--- src/rtl/uart_tx.sv ---
// Serial UART transmitter: start bit, LSB-first data, optional even parity, stop bit.
// Define PARITY_EN to insert the parity bit between the data bits and the stop bit.
module uart_tx #(
    parameter int unsigned CLKS_PER_BIT = 16,
    parameter int unsigned DATA_BITS    = 8
) (
    input  logic                 clk,
    input  logic                 rst,
    input  logic [DATA_BITS-1:0] tx_data,
    input  logic                 tx_valid,
    output logic                 tx_ready,
    output logic                 tx,
    output logic                 tx_done
);

    localparam int unsigned CntW = $clog2(CLKS_PER_BIT);
    localparam int unsigned IdxW = $clog2(DATA_BITS) + 1;
    localparam logic [CntW-1:0] CntLast = CntW'(CLKS_PER_BIT - 1);
    localparam logic [IdxW-1:0] IdxLast = IdxW'(DATA_BITS - 1);

    typedef enum logic [2:0] {
        StIdle,
        StStart,
        StData,
        StStop
`ifdef PARITY_EN
        , StParity
`endif
    } state_e;

    state_e               state_q, state_d;
    logic [CntW-1:0]      cnt_q, cnt_d;
    logic [IdxW-1:0]      idx_q, idx_d;
    logic [DATA_BITS-1:0] shift_q, shift_d;
    logic                 tx_d, ready_d, done_d;
    logic                 bit_end;
`ifdef PARITY_EN
    logic                 parity_q, parity_d;
`endif

    assign bit_end = (cnt_q == CntLast);

    always_comb begin
        state_d = state_q;
        cnt_d   = cnt_q;
        idx_d   = idx_q;
        shift_d = shift_q;
`ifdef PARITY_EN
        parity_d = parity_q;
`endif
        unique case (state_q)
            StIdle: begin
                if (tx_valid && tx_ready) begin
                    state_d = StStart;
                    cnt_d   = '0;
                    idx_d   = '0;
                    shift_d = tx_data;
`ifdef PARITY_EN
                    parity_d = ^tx_data;
`endif
                end
            end
            StStart: begin
                if (bit_end) begin
                    state_d = StData;
                    cnt_d   = '0;
                end else begin
                    cnt_d = cnt_q + 1'b1;
                end
            end
            StData: begin
                if (bit_end) begin
                    cnt_d = '0;
                    if (idx_q == IdxLast) begin
`ifdef PARITY_EN
                        state_d = StParity;
`else
                        state_d = StStop;
`endif
                    end else begin
                        idx_d   = idx_q + 1'b1;
                        shift_d = shift_q >> 1;
                    end
                end else begin
                    cnt_d = cnt_q + 1'b1;
                end
            end
`ifdef PARITY_EN
            StParity: begin
                if (bit_end) begin
                    state_d = StStop;
                    cnt_d   = '0;
                end else begin
                    cnt_d = cnt_q + 1'b1;
                end
            end
`endif
            StStop: begin
                if (bit_end) begin
                    state_d = StIdle;
                    cnt_d   = '0;
                end else begin
                    cnt_d = cnt_q + 1'b1;
                end
            end
            default: state_d = StIdle;
        endcase

        // Outputs are decoded from the next state so the registered line lines up with it.
        unique case (state_d)
            StStart: tx_d = 1'b0;
            StData:  tx_d = shift_d[0];
`ifdef PARITY_EN
            StParity: tx_d = parity_d;
`endif
            default: tx_d = 1'b1;
        endcase
        ready_d = (state_d == StIdle);
        done_d  = (state_q == StStop) && bit_end;
    end

    always_ff @(posedge clk or posedge rst) begin
        if (rst) begin
            state_q  <= StIdle;
            cnt_q    <= '0;
            idx_q    <= '0;
            shift_q  <= '0;
            tx       <= 1'b1;
            tx_ready <= 1'b1;
            tx_done  <= 1'b0;
`ifdef PARITY_EN
            parity_q <= 1'b0;
`endif
        end else begin
            state_q  <= state_d;
            cnt_q    <= cnt_d;
            idx_q    <= idx_d;
            shift_q  <= shift_d;
            tx       <= tx_d;
            tx_ready <= ready_d;
            tx_done  <= done_d;
`ifdef PARITY_EN
            parity_q <= parity_d;
`endif
        end
    end

endmodule

--- config.mk ---
export PLATFORM = sky130hd
export DESIGN_NAME = uart_tx
export DESIGN_NICKNAME = d
export VERILOG_FILES = /design/src/rtl/uart_tx.sv
export SDC_FILE = /design/constraint.sdc
export NUM_CORES = 1
export LEC_CHECK = 0
export CORE_MARGIN = 10
export CORE_UTILIZATION = 53
export CTS_BUF_LIST = sky130_fd_sc_hd__clkbuf_4 sky130_fd_sc_hd__clkbuf_8 sky130_fd_sc_hd__clkbuf_16
export DETAILED_ROUTE_END_ITERATION = 6
export GPL_TIMING_DRIVEN = 0
export HOLD_SLACK_MARGIN = 0.1
export PLACE_DENSITY = 0.77
export SYNTH_ARGS = -nofsm -noshare
export SYNTH_HDL_FRONTEND = slang
export SYNTH_SLANG_ARGS = --single-unit
--- constraint.sdc ---
create_clock -name clk -period 2.4 [get_ports clk]
set_input_delay 0.24 -clock clk [delete_from_list [all_inputs] [get_ports clk]]
set_output_delay 0.24 -clock clk [all_outputs]
set_load 0.05 [all_outputs]
# Yosys cells after proc, flatten, opt, wreduce, memory -nomap -nowiden
# Index checks and enable logic that the tools add are counted.
# op_classes
n_addsub,2
n_eq_ne,10
muxes,17
reduce_logical,9
# op_table
operator,count
8-bit two-way mux,3
4-bit two-way mux,4
4-bit one-hot mux with 2 select lines,2
8-bit one-hot mux with 2 select lines,1
3-bit two-way mux,5
3-bit one-hot mux with 4 select lines,1
3-bit by 2-bit == test with 1-bit output (second input constant),3
4-bit by 1-bit adder with 4-bit output (second input constant),2
3-bit by 1-bit == test with 1-bit output (second input constant),2
3-bit zero test,2
2-bit != test (second input constant),3
4-bit by 3-bit == test with 1-bit output (second input constant),1
4-bit == test (second input constant),1
4-bit AND reduction,1
2-bit nonzero test,2
3-bit OR reduction,1
1-bit logical AND,2
1-bit one-hot mux with 2 select lines,1
2-bit AND reduction,1
# word_totals
reg_bits,22
in_bits,11
out_inout_bits,3
wordCells,46

# Longest topological paths before layout
# Gate-level depths: netlist of run 1.
# logic_depth
depth_word,6
mapped_depth,6
mapped_depth_nobuf,5

# Least setup slack after synthesis of run 1
# Ideal clock, no wire load.
# synth_path
path_type,reg-to-reg
start,register tx_ready
end,register idx_q[0]
setup_time_ps,125
arrival_ps,1719
t_required_ps,2275
slack_ps,556
stages_incl_launch_ff,6
n_path_buf,1
period_less_slack_ps,1844
cell_sequence,dfstp_2 > nor4b_4 > a2bb2oi_1 > or2_1 > buf_6 > mux2_2
# synth_via
elab_chain_cells,3
# synth_lines
item,line,rtl
from (decl),11,"output logic tx_ready,"
from (signal assigned),140,tx_ready <= ready_d;
1-bit logical AND,53,if (tx_valid && tx_ready) begin
2-bit != test (no line),-,
4-bit AND reduction (no line),-,
to (signal assigned),137,idx_q <= idx_d;
to (decl),33,"logic [IdxW-1:0] idx_q, idx_d;"
# Every way passes these cells.
# A chain may end at the register's enable or synchronous reset.

# Final worst setup path of run 1
# layout_path
start,register state_q[2]
end,register tx
# layout_via
elab_chain_cells,5
word_cells_on_any_way,14
cone_classes,5 x eq/ne; 8 x mux; 1 x reduce/logical
# layout_lines
item,line,rtl
from (decl),31,"state_e state_q, state_d;"
from (signal assigned),124,state_q <= StIdle;
from (signal assigned),135,state_q <= state_d;
3-bit two-way mux,74,if (idx_q == IdxLast) begin
3-bit two-way mux,72,if (bit_end) begin
3-bit one-hot mux with 4 select lines,51,unique case (state_q)
3-bit by 2-bit == test with 1-bit output / 3-bit by 1-bit == test with 1-bit output (equally long branches),110,unique case (state_d)
1-bit one-hot mux with 2 select lines *,110,
named net tx_d,35,"logic tx_d, ready_d, done_d;"
to (signal assigned),139,tx <= tx_d;
to (decl),12,"output logic tx,"
# Mark *: on every way through the listed nets, which the timed path passes. The rest lies on a longest branch.

==> results of run 1 <==
-- registers in the layout, indices dropped and copies added, names as in the netlist --
name / count
state_q: 3
cnt_q: 4
tx: 1
tx_ready: 1
shift_q: 8
idx_q: 4
tx_done: 1
-- final cells by class --
class / instances / area (µm²) / area share (%)
flip-flops and latches: 22 / 553 / 43.0
plain buffers: 2 / 15.0 / 1.17
inverters: 2 / 7.51 / 0.584
clock buffers: 4 / 36.3 / 2.82
multi-input cells: 76 / 510 / 39.7
well taps: 27 / 33.8 / 2.63
repair buffers: 13 / 130 / 10.1
-- layer usage --
metal / GRT usage, % / up-vias
met5: 0 / -
li1: - / 408
met4: 4.81 / 0
met2: 19.0 / 33
met1: 12.5 / 424
met3: 3.05 / 5
-- stage by stage --
| step | total power, mW | hold WS (ps) | area, µm² | utilization, % |
|---|---|---|---|---|
| after floorplan | 0.613 | 228 | 1090 | - |
| after detailed placement | 0.677 | 467 | 1250 | 63.7 |
| after global routing | 0.929 | 414 | 1290 | 65.6 |
| after global placement | 0.662 | 459 | 1250 | 63.7 |
| final | 0.873 | 360 | 1290 | 65.6 |
| after CTS | 0.884 | 400 | 1290 | 65.6 |
-- report_power, final --
group	internal, mW	switching, mW
Sequential	0.437	0.0538
Combinational	0.0868	0.0904
Clock	0.0927	0.112
Total	0.617	0.256
-- critical path, cell delays in order (launching register included) --
cell and delay (ps):
sky130_fd_sc_hd__dfrtp_1 510, sky130_fd_sc_hd__or3b_4 460, sky130_fd_sc_hd__nor3_2 550, sky130_fd_sc_hd__a32oi_1 230
sky130_fd_sc_hd__a31oi_1 230
-- cells by family (layout without fill, tap and decap cells) --
| family | after synthesis | in the layout | share of synthesized area, % |
|---|---|---|---|
| flip-flops | 22 | 22 | 50.9 |
| AO/OA/AOI/OAI | 32 | 32 | 20.5 |
| other | 1 | 1 | 0.345 |
| AND/OR/NAND/NOR | 38 | 38 | 20.9 |
| adder cells (fa/ha/maj) | 2 | 2 | 2.30 |
| multiplexers | 3 | 3 | 3.00 |
| buffers and inverters | 4 | 21 | 2.07 |
-- cell usage in the layout (no fill, tap or decap), types with 2 or more instances in the layout --
cell type / instances
sky130_fd_sc_hd__dfrtp_1: 20
sky130_fd_sc_hd__clkdlybuf4s50_1: 13
sky130_fd_sc_hd__nand2_1: 11
sky130_fd_sc_hd__a21o_1: 7
sky130_fd_sc_hd__o21ai_0: 7
sky130_fd_sc_hd__a22o_1: 6
sky130_fd_sc_hd__nor2_1: 5
sky130_fd_sc_hd__nand3_1: 4
sky130_fd_sc_hd__a21oi_1: 4
sky130_fd_sc_hd__clkbuf_4: 3
sky130_fd_sc_hd__and3_1: 2
sky130_fd_sc_hd__nand4_1: 2
sky130_fd_sc_hd__mux2_2: 2
sky130_fd_sc_hd__inv_1: 2
sky130_fd_sc_hd__o31ai_1: 2
sky130_fd_sc_hd__nor2b_1: 2
sky130_fd_sc_hd__a31oi_1: 2
sky130_fd_sc_hd__ha_1: 2
sky130_fd_sc_hd__dfstp_2: 2
-- path summary, 6_finish.rpt --
check,startpoint,end
max in group asynchronous,rst,tx_done
hold reg to reg,shift_q[4],shift_q[4]
hold / removal,rst,shift_q[6]
setup / recovery,state_q[2],tx
setup reg to reg,state_q[2],tx
min in group clk,tx_data[7],shift_q[7]
==> metrics.log, run 1 <==
INFO  metric status = complete, no violations
INFO  metric cts-root-to-sink-buffers = 2
INFO  metric ff2ff_setup_slack = 350 ps
INFO  metric tightest_slew = 800 ps
INFO  metric rows = 16
INFO  metric max-cap-violations = 0
INFO  metric wl_met1 = just under 1 mm
INFO  metric postRouteWirelength = 2.18 mm
INFO  metric synthTopCellsByCount = sky130_fd_sc_hd__dfrtp_1 (20), sky130_fd_sc_hd__nand2_1 (11), sky130_fd_sc_hd__a21o_1 (7), sky130_fd_sc_hd__o21ai_0 (7), sky130_fd_sc_hd__a22o_1 (6)
INFO  metric timing.final.hold_violations = 0
INFO  metric grt_usage = between 10 and 15%
INFO  metric post_cts_buffers = 0
INFO  metric die_h = 65.3 µm
INFO  metric num_io_pins = 14
INFO  metric grt_overflow_total = 0
INFO  metric timing.reg2reg.worst_path_depth = 4
INFO  metric cts_made_buffers = 3
INFO  metric first_pass_iters = 4
INFO  metric drt_first_iter_violations = 49
INFO  metric synth_cells = 102
INFO  metric worst_setup_path_start_kind = flip-flop
INFO  metric cellLeakagePower = around 0.6 nW
INFO  metric clock_tree.root_cell = sky130_fd_sc_hd__clkbuf_4
INFO  metric portBuffers = 13
INFO  metric post_synth_cell_types = 37
INFO  metric gp_congestion = 0.765
INFO  metric route.top_layer_used = met4
INFO  metric synth-seq-area-share = 50.9%
INFO  metric syn_nets = 115
INFO  metric cell_area_after_technology_mapping = approximately 1100 µm²
INFO  metric grt_first_pass_wirelength = approximately 3.8 mm
INFO  metric clkTransAtPathRegs = approximately 120 ps
INFO  metric design.die.area = between 4000 and 5000 µm²
INFO  metric finalCriticalPeriod = 2050 ps
INFO  metric layout-drive-gt1-share = 10.9%
INFO  metric rsz0062_at_grt = false
INFO  metric synth_warnings = 0
INFO  metric syn-mean-instance-area = 10.6 µm²
INFO  metric clock_insertion_delay_worst_skew = slightly above 300 ps
INFO  metric ctsHoldBuffers = 0
INFO  metric synth_async_sr_flop_share = 100%
INFO  metric post_cts_resize_count = 0
INFO  metric finish.cell_count_without_fillers = 146
INFO  metric cts.sinks = 22
INFO  metric post-synth-top-area-cell = sky130_fd_sc_hd__dfrtp_1
INFO  metric coreArea = 1960 µm²
INFO  metric cts_tree = yes
INFO  metric hpwl = about 1.6 mm
INFO  metric first_global_vias = approximately 860
INFO  metric area_growth = 18.4%
INFO  metric timing.slew.headroom = 46.6%
INFO  metric detail-route-antenna-nets = 0
INFO  metric floorplan.die.width = 65.3 µm
INFO  metric hold_class = primary input to asynchronous set/reset pin
INFO  metric synth-edff-count = 0
INFO  metric synth_ff_type = sky130_fd_sc_hd__dfrtp_1
INFO  metric worst-setup-path-type = flip-flop to flip-flop
INFO  metric critPathRequiredTime = 2630 ps
INFO  metric fillerInstances = approximately 180
INFO  metric placed_cells_incl_taps = 142
INFO  metric wl_met2 = 1.04 mm
INFO  metric synth_area_leaders = sky130_fd_sc_hd__dfrtp_1 (46%), sky130_fd_sc_hd__a21o_1 (4.8%), sky130_fd_sc_hd__dfstp_2 (4.8%)
INFO  metric cts_htree_levels = 1
INFO  metric setup_slack = 354 ps
INFO  metric preCtsSetupSlack = 367 ps
INFO  metric start_util = a little under three fifths
INFO  metric post-route-period-util = 85.2%
INFO  metric synth-seq-cells = 22
INFO  metric peakVddDrop = 0.000377 V
INFO  metric setup_viol = 0
INFO  metric slew_viol_final = 0
INFO  metric final_net_count = 133
INFO  metric route.vias.total = 870
INFO  metric clock_skew = 8.57 ps
INFO  metric max_fanout_on_critical_path = 10
INFO  metric maximum_number_of_pins_on_one_net_before_global_route_repair = 23
INFO  metric detail_route.wl_per_cell = 15.0 µm
INFO  metric dr_wl_met3 = ~130 µm
INFO  metric yosysTopAreaCellShare = 46.1%
INFO  metric post-synth-top-count-cell = sky130_fd_sc_hd__dfrtp_1
INFO  metric crit_path_end_kind = flip-flop
INFO  metric drc_errors = 0
INFO  metric antenna_found_initial = 0
INFO  metric antenna_cells_inserted = 0
INFO  metric timing.fmax = 0.489 GHz
INFO  metric cp_data_arrival_time = between 2000 and 2500 ps
INFO  metric totalNegativeSetupSlack = 0 ps
INFO  metric vias_per_cell = 5.96
INFO  metric powerDensity = 679 nW/µm²
No activity file was read; power rests on OpenSTA's default activity.
==> run 2: changes to the inputs <==
Settings changed: CAP_MARGIN set to 20.
==> results of run 2 <==
No change in the layout: final DEF, timing and power equal those of run 1.
